==> src/rtl/mat_mul_pkg.sv <==
// Shared state encoding and sizing helpers for the mat_mul stream sequencer.
package mat_mul_pkg;

    typedef enum logic [2:0] {
        ST_IDLE,
        ST_LOAD,
        ST_ISSUE,
        ST_WAIT,
        ST_DRAIN
    } seq_state_t;

    // Bits needed to hold every count from 0 up to and including max_count.
    function automatic int cnt_w(input int max_count);
        return (max_count < 1) ? 1 : $clog2(max_count + 1);
    endfunction

    localparam int DEF_ROWS_A  = 3;
    localparam int DEF_COLS_A  = 4;
    localparam int DEF_COLS_B  = 1;
    localparam int DEF_TIMEOUT = 64;

    localparam int NA    = DEF_ROWS_A * DEF_COLS_A;
    localparam int NB    = DEF_COLS_A * DEF_COLS_B;
    localparam int NC    = DEF_ROWS_A * DEF_COLS_B;
    localparam int IDX_W = cnt_w(NA + NB);
    localparam int TMO_W = cnt_w(DEF_TIMEOUT);

endpackage

==> src/rtl/mat_mul_seq_tmo.sv <==
// Clear/count watchdog for the wait-for-result phase; expired_o flags the last allowed cycle.
module mat_mul_seq_tmo #(
    parameter int LIMIT = 64,
    parameter int CNT_W = 7
) (
    input  logic clk,
    input  logic rstn,
    input  logic clr_i,
    input  logic en_i,
    output logic expired_o
);

    logic [CNT_W-1:0] count_q, count_d;

    assign expired_o = (count_q == CNT_W'(LIMIT - 1));

    always_comb begin
        count_d = count_q;
        if (clr_i) begin
            count_d = '0;
        end else if (en_i && !expired_o) begin
            count_d = count_q + CNT_W'(1);
        end
    end

    always_ff @(posedge clk or negedge rstn) begin
        if (!rstn) begin
            count_q <= '0;
        end else begin
            count_q <= count_d;
        end
    end

endmodule

==> src/rtl/mat_mul_seq.sv <==
// Deserializes A/B operand words for one mat_mul operation, waits for C with a
// timeout, and streams C back out row-major.
module mat_mul_seq #(
    parameter int DATA_WIDTH = 32,
    parameter int ROWS_A     = 3,
    parameter int COLS_A     = 4,
    parameter int COLS_B     = 1,
    parameter int TIMEOUT    = 64
) (
    input  logic                                          clk,
    input  logic                                          rstn,
    input  logic                                          s_valid,
    output logic                                          s_ready,
    input  logic [DATA_WIDTH-1:0]                         s_data,
    output logic                                          m_valid,
    input  logic                                          m_ready,
    output logic [DATA_WIDTH-1:0]                         m_data,
    output logic                                          m_last,
    output logic                                          mm_in_valid,
    output logic [ROWS_A-1:0][COLS_A-1:0][DATA_WIDTH-1:0] mm_a,
    output logic [COLS_A-1:0][COLS_B-1:0][DATA_WIDTH-1:0] mm_b,
    input  logic [ROWS_A-1:0][COLS_B-1:0][DATA_WIDTH-1:0] mm_c,
    input  logic                                          mm_out_valid,
    output logic                                          mm_out_ready,
    output logic                                          busy,
    output logic                                          done,
    output logic                                          err_timeout
);

    import mat_mul_pkg::seq_state_t;
    import mat_mul_pkg::ST_IDLE;
    import mat_mul_pkg::ST_LOAD;
    import mat_mul_pkg::ST_ISSUE;
    import mat_mul_pkg::ST_WAIT;
    import mat_mul_pkg::ST_DRAIN;
    import mat_mul_pkg::cnt_w;

    localparam int NA    = ROWS_A * COLS_A;
    localparam int NB    = COLS_A * COLS_B;
    localparam int NC    = ROWS_A * COLS_B;
    localparam int NLD   = NA + NB;
    localparam int IDX_W = cnt_w(NLD);
    localparam int ODX_W = cnt_w(NC);
    localparam int TMO_W = cnt_w(TIMEOUT);

    // Flat row-major views: element k of a_q sits at the same bits as mm_a[k/COLS_A][k%COLS_A].
    seq_state_t                         state_q, state_d;
    logic [IDX_W-1:0]                   idx_q, idx_d;
    logic [ODX_W-1:0]                   odx_q, odx_d;
    logic [NA-1:0][DATA_WIDTH-1:0]      a_q, a_d;
    logic [NB-1:0][DATA_WIDTH-1:0]      b_q, b_d;
    logic [NC-1:0][DATA_WIDTH-1:0]      c_q, c_d;
    logic                               err_q, err_d;
    logic                               done_q, done_d;
    logic                               run_q;
    logic                               s_hs, m_hs, tmo_expired;

    assign s_ready      = run_q && (state_q == ST_IDLE || state_q == ST_LOAD);
    assign m_valid      = (state_q == ST_DRAIN);
    assign m_last       = m_valid && (odx_q == ODX_W'(NC - 1));
    assign mm_in_valid  = (state_q == ST_ISSUE);
    assign mm_out_ready = (state_q == ST_WAIT);
    assign busy         = (state_q != ST_IDLE);
    assign done         = done_q;
    assign err_timeout  = err_q;
    assign mm_a         = a_q;
    assign mm_b         = b_q;
    assign s_hs         = s_valid && s_ready;
    assign m_hs         = m_valid && m_ready;

    mat_mul_seq_tmo #(
        .LIMIT (TIMEOUT),
        .CNT_W (TMO_W)
    ) u_tmo (
        .clk       (clk),
        .rstn      (rstn),
        .clr_i     (state_q == ST_ISSUE),
        .en_i      (state_q == ST_WAIT),
        .expired_o (tmo_expired)
    );

    // idx_q is 0 whenever the FSM sits in IDLE, so one decoder serves both loading states.
    always_comb begin
        // NOTE: every combinational output gets a default first so no path leaves it unassigned (no latch).
        a_d = a_q;
        b_d = b_q;
        if (s_hs) begin
            for (int k = 0; k < NA; k++) begin
                if (idx_q == IDX_W'(k)) a_d[k] = s_data;
            end
            for (int k = 0; k < NB; k++) begin
                if (idx_q == IDX_W'(NA + k)) b_d[k] = s_data;
            end
        end
    end

    always_comb begin
        m_data = '0;
        for (int k = 0; k < NC; k++) begin
            if (odx_q == ODX_W'(k)) m_data = c_q[k];
        end
    end

    always_comb begin
        state_d = state_q;
        idx_d   = idx_q;
        odx_d   = odx_q;
        c_d     = c_q;
        err_d   = err_q;
        done_d  = 1'b0;
        case (state_q)
            ST_IDLE: begin
                if (s_hs) begin
                    err_d = 1'b0;
                    if (NLD == 1) begin
                        state_d = ST_ISSUE;
                    end else begin
                        idx_d   = IDX_W'(1);
                        state_d = ST_LOAD;
                    end
                end
            end
            ST_LOAD: begin
                if (s_hs) begin
                    if (idx_q == IDX_W'(NLD - 1)) begin
                        idx_d   = '0;
                        state_d = ST_ISSUE;
                    end else begin
                        idx_d = idx_q + IDX_W'(1);
                    end
                end
            end
            ST_ISSUE: state_d = ST_WAIT;
            ST_WAIT: begin
                // A result arriving on the last allowed cycle still wins over the abort.
                if (mm_out_valid) begin
                    c_d     = mm_c;
                    odx_d   = '0;
                    state_d = ST_DRAIN;
                end else if (tmo_expired) begin
                    err_d   = 1'b1;
                    state_d = ST_IDLE;
                end
            end
            ST_DRAIN: begin
                if (m_hs) begin
                    if (odx_q == ODX_W'(NC - 1)) begin
                        odx_d   = '0;
                        done_d  = 1'b1;
                        state_d = ST_IDLE;
                    end else begin
                        odx_d = odx_q + ODX_W'(1);
                    end
                end
            end
            default: state_d = ST_IDLE;
        endcase
    end

    always_ff @(posedge clk or negedge rstn) begin
        if (!rstn) begin
            state_q <= ST_IDLE;
            idx_q   <= '0;
            odx_q   <= '0;
            // NOTE: the operand and result arrays are reset too, because they drive outputs that must read 0 in reset.
            a_q     <= '0;
            b_q     <= '0;
            c_q     <= '0;
            err_q   <= 1'b0;
            done_q  <= 1'b0;
            run_q   <= 1'b0;
        end else begin
            // NOTE: non-blocking assignments so every register samples pre-edge values.
            state_q <= state_d;
            idx_q   <= idx_d;
            odx_q   <= odx_d;
            a_q     <= a_d;
            b_q     <= b_d;
            c_q     <= c_d;
            err_q   <= err_d;
            done_q  <= done_d;
            run_q   <= 1'b1;
        end
    end

endmodule

==> config.mk <==
export PLATFORM = sky130hd
export DESIGN_NAME = mat_mul_seq
export DESIGN_NICKNAME = d
export VERILOG_FILES = /design/src/rtl/mat_mul_pkg.sv /design/src/rtl/mat_mul_seq_tmo.sv /design/src/rtl/mat_mul_seq.sv
export SDC_FILE = /design/constraint.sdc
export NUM_CORES = 1
export LEC_CHECK = 0
export CAP_MARGIN = 20
export CORE_AREA = 2 2 265 267
export DETAILED_ROUTE_END_ITERATION = 10
export DIE_AREA = 0 0 267 269
export GPL_TIMING_DRIVEN = 0
export SLEW_MARGIN = 20
export SYNTH_ARGS = -nofsm -noshare
export SYNTH_HDL_FRONTEND = slang
export SYNTH_HIERARCHICAL = 1
export SYNTH_SLANG_ARGS = --single-unit
==> constraint.sdc <==
create_clock -name clk -period 2.73 [get_ports clk]
set_clock_uncertainty 0.1 [all_clocks]
set_input_delay 0.6825 -clock clk [delete_from_list [all_inputs] [get_ports clk]]
set_output_delay 0.6825 -clock clk [all_outputs]
set_load 0.01 [all_outputs]
* Yosys cells after proc, flatten, opt, wreduce, memory -nomap -nowiden *
Index checks and enable logic that the tools add are counted.

word-level totals
  flip-flop bits (word level) = 628
  bits of input ports = 133
  output and inout port bits = 552
  word-level logic and storage cells = 124

operators by class
  $add $sub $neg = 3
  equal/unequal tests = 31
  muxes and demuxes = 28
  reductions and logical operators = 36

operators by type and width
  cell                                                 count
  two-way mux 32 bit                                   3
  equality test 5 x 4 -> 1 bit, second input constant  8
  AND reduction 2 bit                                  17
  two-way mux 3 bit                                    7
  equality test 5 x 3 -> 1 bit, second input constant  4
  two-way mux 5 bit                                    3
  one-hot mux 3 bit (5 select lines)                   1
  two-way mux 7 bit                                    2
  equality test 5 x 2 -> 1 bit, second input constant  2
  != test 2 bit, second input constant                 5
  one-hot mux 5 bit (2 select lines)                   1
  nonzero test 2 bit                                   4
  adder 7 x 1 -> 7 bit, second input constant          1
  equality test 7 x 6 -> 1 bit, second input constant  1
  equality test 3 x 2 -> 1 bit, second input constant  2
  two-way mux 1 bit                                    6
  two-way mux 2 bit                                    3
  != test 2 x 1 -> 1 bit, second input constant        3
  AND reduction 3 bit                                  2
  AND reduction 6 bit                                  1
  adder 5 x 1 -> 5 bit, second input constant          1
  equality test 5 x 1 -> 1 bit, second input constant  1
  logical AND 1 bit                                    5
  logical NOT 5 bit                                    1
  other kinds (14)                                     14

* Depth between registers and ports, before layout *
  depth after elaboration = 6
  depth in mapped cells = 7
  mapped depth without buffers = 7

* Modules after synthesis *
The synthesis kept the hierarchy.

modules (own cells, without submodules)
  module           instances  cells each  area each (sq um)  seq. area each (sq um)
  mat_mul_seq      1          1525        24090.6            15539.9
  mat_mul_seq_tmo  1          45          417.9              175.2

* Worst setup path before layout *
OpenSTA, ideal clock, no wires.

  kind = register to output
  from = register odx_q[1]
  to = output port m_data[0]
  arrival = 1.501 ns
  required time = 1.947 ns
  setup slack = 0.447 ns
  stages on the path, launching flop included = 5
  path buffers = 2
  cell sequence = dfrtp_1 > clkbuf_1 > buf_1 > mux2i_1 > o21ai_0

between the ends
  longest elaborated chain between the ends = 4
  elaborated cells between the ends (all ways) = 6
  classes of those cells = eq/ne (2); mux (3); reduce/logical (1)

RTL lines
  what                             RTL line            source
  from (decl)                      mat_mul_seq.sv:49   logic [ODX_W-1:0] odx_q, odx_d;
  from (signal assigned)           mat_mul_seq.sv:164  odx_q <= '0;
  from (signal assigned)           mat_mul_seq.sv:176  odx_q <= odx_d;
  logical NOT 2 bit                mat_mul_seq.sv:100  if (odx_q == ODX_W'(k)) m_data = c_q[k];
  two-way mux 32 bit (2 in a row)  mat_mul_seq.sv:100
  two-way mux 32 bit (*)           mat_mul_seq.sv:100
  to (decl)                        mat_mul_seq.sv:17   output logic [DATA_WIDTH-1:0] m_data,

Mark *: on every way between the ends. The rest lies on a longest branch, timed or not.

* Final worst setup path *
  from = register idx_q[1]
  to = register a_q, in the netlist mm_a[314]

between the ends
  longest elaborated chain between the ends = 2

RTL lines
  what                           RTL line            source
  from (decl)                    mat_mul_seq.sv:48   logic [IDX_W-1:0] idx_q, idx_d;
  from (signal assigned)         mat_mul_seq.sv:175  idx_q <= idx_d;
  equality test 5 x 4 -> 1 bit   mat_mul_seq.sv:89   if (idx_q == IDX_W'(k)) a_d[k] = s_data;
  AND reduction 2 bit (no line)  -
  to (signal assigned)           mat_mul_seq.sv:166  a_q <= '0;
  to (signal assigned)           mat_mul_seq.sv:177  a_q <= a_d;
  to (decl)                      mat_mul_seq.sv:50   logic [NA-1:0][DATA_WIDTH-1:0] a_q, a_d;

No other way between the ends.
A chain may end at the register's enable or synchronous reset.

==> results.cfg <==
[clocking]
path_clk_slew_ns = 0.06
clockBufferDepth = 3
cts_tree = built
cts-buffers-inserted = 71
insertion_delay_ns = 0.58
cts-root-buf = clkbuf_16
cts_num_sinks = 628
htree_levels = 3

[route]
wl_per_cell_um = 24.8
drtIter0Drc = 879
viasPerCell = 4.87
drt-total-wl_um = 82900
route.detailed.drc = 0
via_count = 16256
drtAntennaViolNets = 0
drtPass1Iterations = 4

[critical_path]
path_cells = inv_1 > ha_1 > or4b_1 > nor2_4 > buf_2 > mux2_2
rr_startpoint = idx_q[1]
crit_type = flip-flop to flip-flop
slowest_delay_ns = 0.61
start_kind = flip-flop
ff2ff_path_depth = 6
end_kind = flip-flop
worstPathRequired_ns = 3.10
cp_slowest_cell = or4b_1
r2r_slack_ns = 0.06
r2r-end = mm_a[314]
critical_path.max_fanout = 10
critPathArrivalTime_ns = 3.04

[power_and_ir_drop]
total_power_mw = 39.2
power.density_mw_per_mm2 = 1110
peakVddDrop_uv = 559
p_leak_nw = 16.1

[synth]
synth_area_mm2 = 0.0245
synth_compound_area_share_pct = 1.29
synth_edf_count = 0
syn_nets = 1708
yosysUniqueCellTypes = 46
yosys-top-cells-area = dfrtp_1 (64%), mux2_2 (27%), mux2i_1 (1.3%)
ys_seq_elements = 628
synth_ff_type = dfrtp_1
synth_top_family_by_area = multiplexers
synth_simple_gate_area_share_pct = 2.57
async_flop_share_pct = 100
syn_inst = 1570
synth_fa_ha_area_share_pct = 0.255
yosysSeqAreaShare_pct = 64.1
synth_mux_area_share_pct = 29.3
avgSynthCellArea_um2 = 15.6
synth_warnings = 6
yosys.area_share.xor_xnor_pct = 0
yosysTopAreaCell = dfrtp_1
yosys.area.top_type_share_pct = 64.1

[final_layout]
final_common_cell = clkdlybuf4s50_1
ff_latch_area_mm2 = 0.0157
layout_common_cells = clkdlybuf4s50_1 (645), dfrtp_1 (626), mux2_2 (585), buf_2 (78), clkbuf_16 (77)
n_fill_cell = 5821
area_growth_pct = 44.3
drive_above_1_share_pct = 36.2
multi_input_area_mm2 = 0.00842
nets = 2481
fin_util_pct = 51.0

[die]
num_rows = 97
ioPinCount = 685
dieHeight_um = 269
core_area_mm2 = 0.0693
die-width_um = 267
dieArea_mm2 = 0.0718
start_util_pct = 35.4

[timing]
fmax_mhz = 374
drv_slew = 0
setup-tns-final_ns = 0
fin_crit_ns = 2.67
hold_viol_final = 81
finalSetupViolations = 0
timing.final.crit_share_pct = 97.8
holdWs_ns = -0.0902
worst_pin_slew_ns = 0.729
rsz0062_at_grt = true
max_slew_margin_pct = 51.4

[job]
drv_cap = 0

[global_routing]
antenna_found_initial = 3
grt_max_degree = 101
grt-ovfl-total = 0
grt_pass1_vias = 16932
grt_pass1_wl_um = 119000
grtUsageTotal_pct = 22.6

[status]
violations = hold timing
status = complete, but fails checks

[placement]
hpwlAfterDp_um = 62900
io_buffers = 684
gp_congestion = 0.881

[hold_path]
hp-class = input port to asynchronous set/reset pin
## area by class of cell
class,instances,area share [%]
inverters,12,0.138
well taps,940,3.33
plain buffers,109,1.84
flip-flops and latches,628,44.4
multi-input cells,817,23.8
clock buffers,106,6.03
clock inverters,19,0.570
diodes,1,0.00708
repair buffers,704,19.8
## per-stage QoR
stage	hold slack [ns]	cell area, um2	worst slack, ns	cells
CTS	-0.0324	35200	-0.0573	3332
global route	-0.0779	35400	-0.00855	3336
detailed placement	0.377	32700	-0.771	3200
finish	-0.0902	35400	0.0593	3336
global placement	0.368	32500	-26.99	3194
floorplan	0.287	24500	0.447	1570
## report_power, final
part	switching (mW)	internal [mW]
logic	6.37	8.58
registers	1.93	12.8
clock network	3.82	5.69
total	12.1	27.0
## layer usage
| layer | vias up | GRT usage [%] | share of wire (%) |
|---|---|---|---|
| met5 | - | 0 | 0.036 |
| met4 | 4 | 8.72 | 3.5 |
| met3 | 130 | 8.70 | 9.8 |
| met2 | 563 | 38.1 | 49 |
| met1 | 8438 | 26.1 | 38 |
| li1 | 7121 | - | - |
## flip-flops by register name, summed over array words and instances, names as in the netlist
register and cells:
mm_a 384, err_timeout 1, done 1, c_q 96, odx_q 2, mm_b 128
state_q 3, idx_q 5, u_tmo/count_q 7, run_q 1
## Yosys cell counts, types with 2 or more instances
master,number
buf_2,49
inv_1,12
nor2b_1,4
nand4bb_1,2
buf_6,4
a31oi_1,7
nor3_1,5
mux2_1,24
and4bb_2,2
buf_4,9
nand4_1,2
and3_1,3
buf_1,3
nor3b_1,2
o21ai_0,34
nor2_1,15
clkbuf_1,48
ha_1,5
and4_1,3
nand4b_1,7
nand3_1,10
mux2_2,585
mux2i_1,33
nand2b_1,2
dfrtp_1,628
or3_1,4
o211ai_1,2
a21oi_1,4
nand2_1,44
nor2_2,2
## worst max-delay path: cells and delay by family, from the launching register on
| family | cells | cell delay [ns] |
|---|---|---|
| DFF | 1 | 0.41 |
| and+or+nand+nor | 2 | 0.98 |
| muxes | 1 | 0.38 |
| adders and majority gates | 1 | 0.16 |
| buffers and inverters | 2 | 0.51 |
## how the worst max path moves through the flow
stage                        start    endpoint  slack [ns]  depth (start not counted)
after floorplan           odx_q[1]   m_data[0]        0.45                          4
after global placement        rstn   mm_a[118]      -26.99                          1
after detailed placement  odx_q[1]   m_data[2]       -0.77                          5
after CTS                 odx_q[1]   m_data[2]       -0.06                          5
after global routing      odx_q[1]  m_data[27]      -0.009                          7
final                     idx_q[1]   mm_a[314]        0.06                          6
## cells by family after synthesis
group / Yosys count
buf+inv: 125
simple gates: 114
mux: 642
other cells: 1
compound gates: 55
flops: 628
fa+ha+maj: 5
## timing repair
action / 4_1_cts / 5_1_grt
buffers inserted: 10 / 1
cloned: 0 / 3
setup endpoints to repair: 158 / 181
hold endpoints to repair: 73 / 81
pin swaps: 0 / 1
resized for setup: 236 / 44
(Power assumes the default switching activity.)
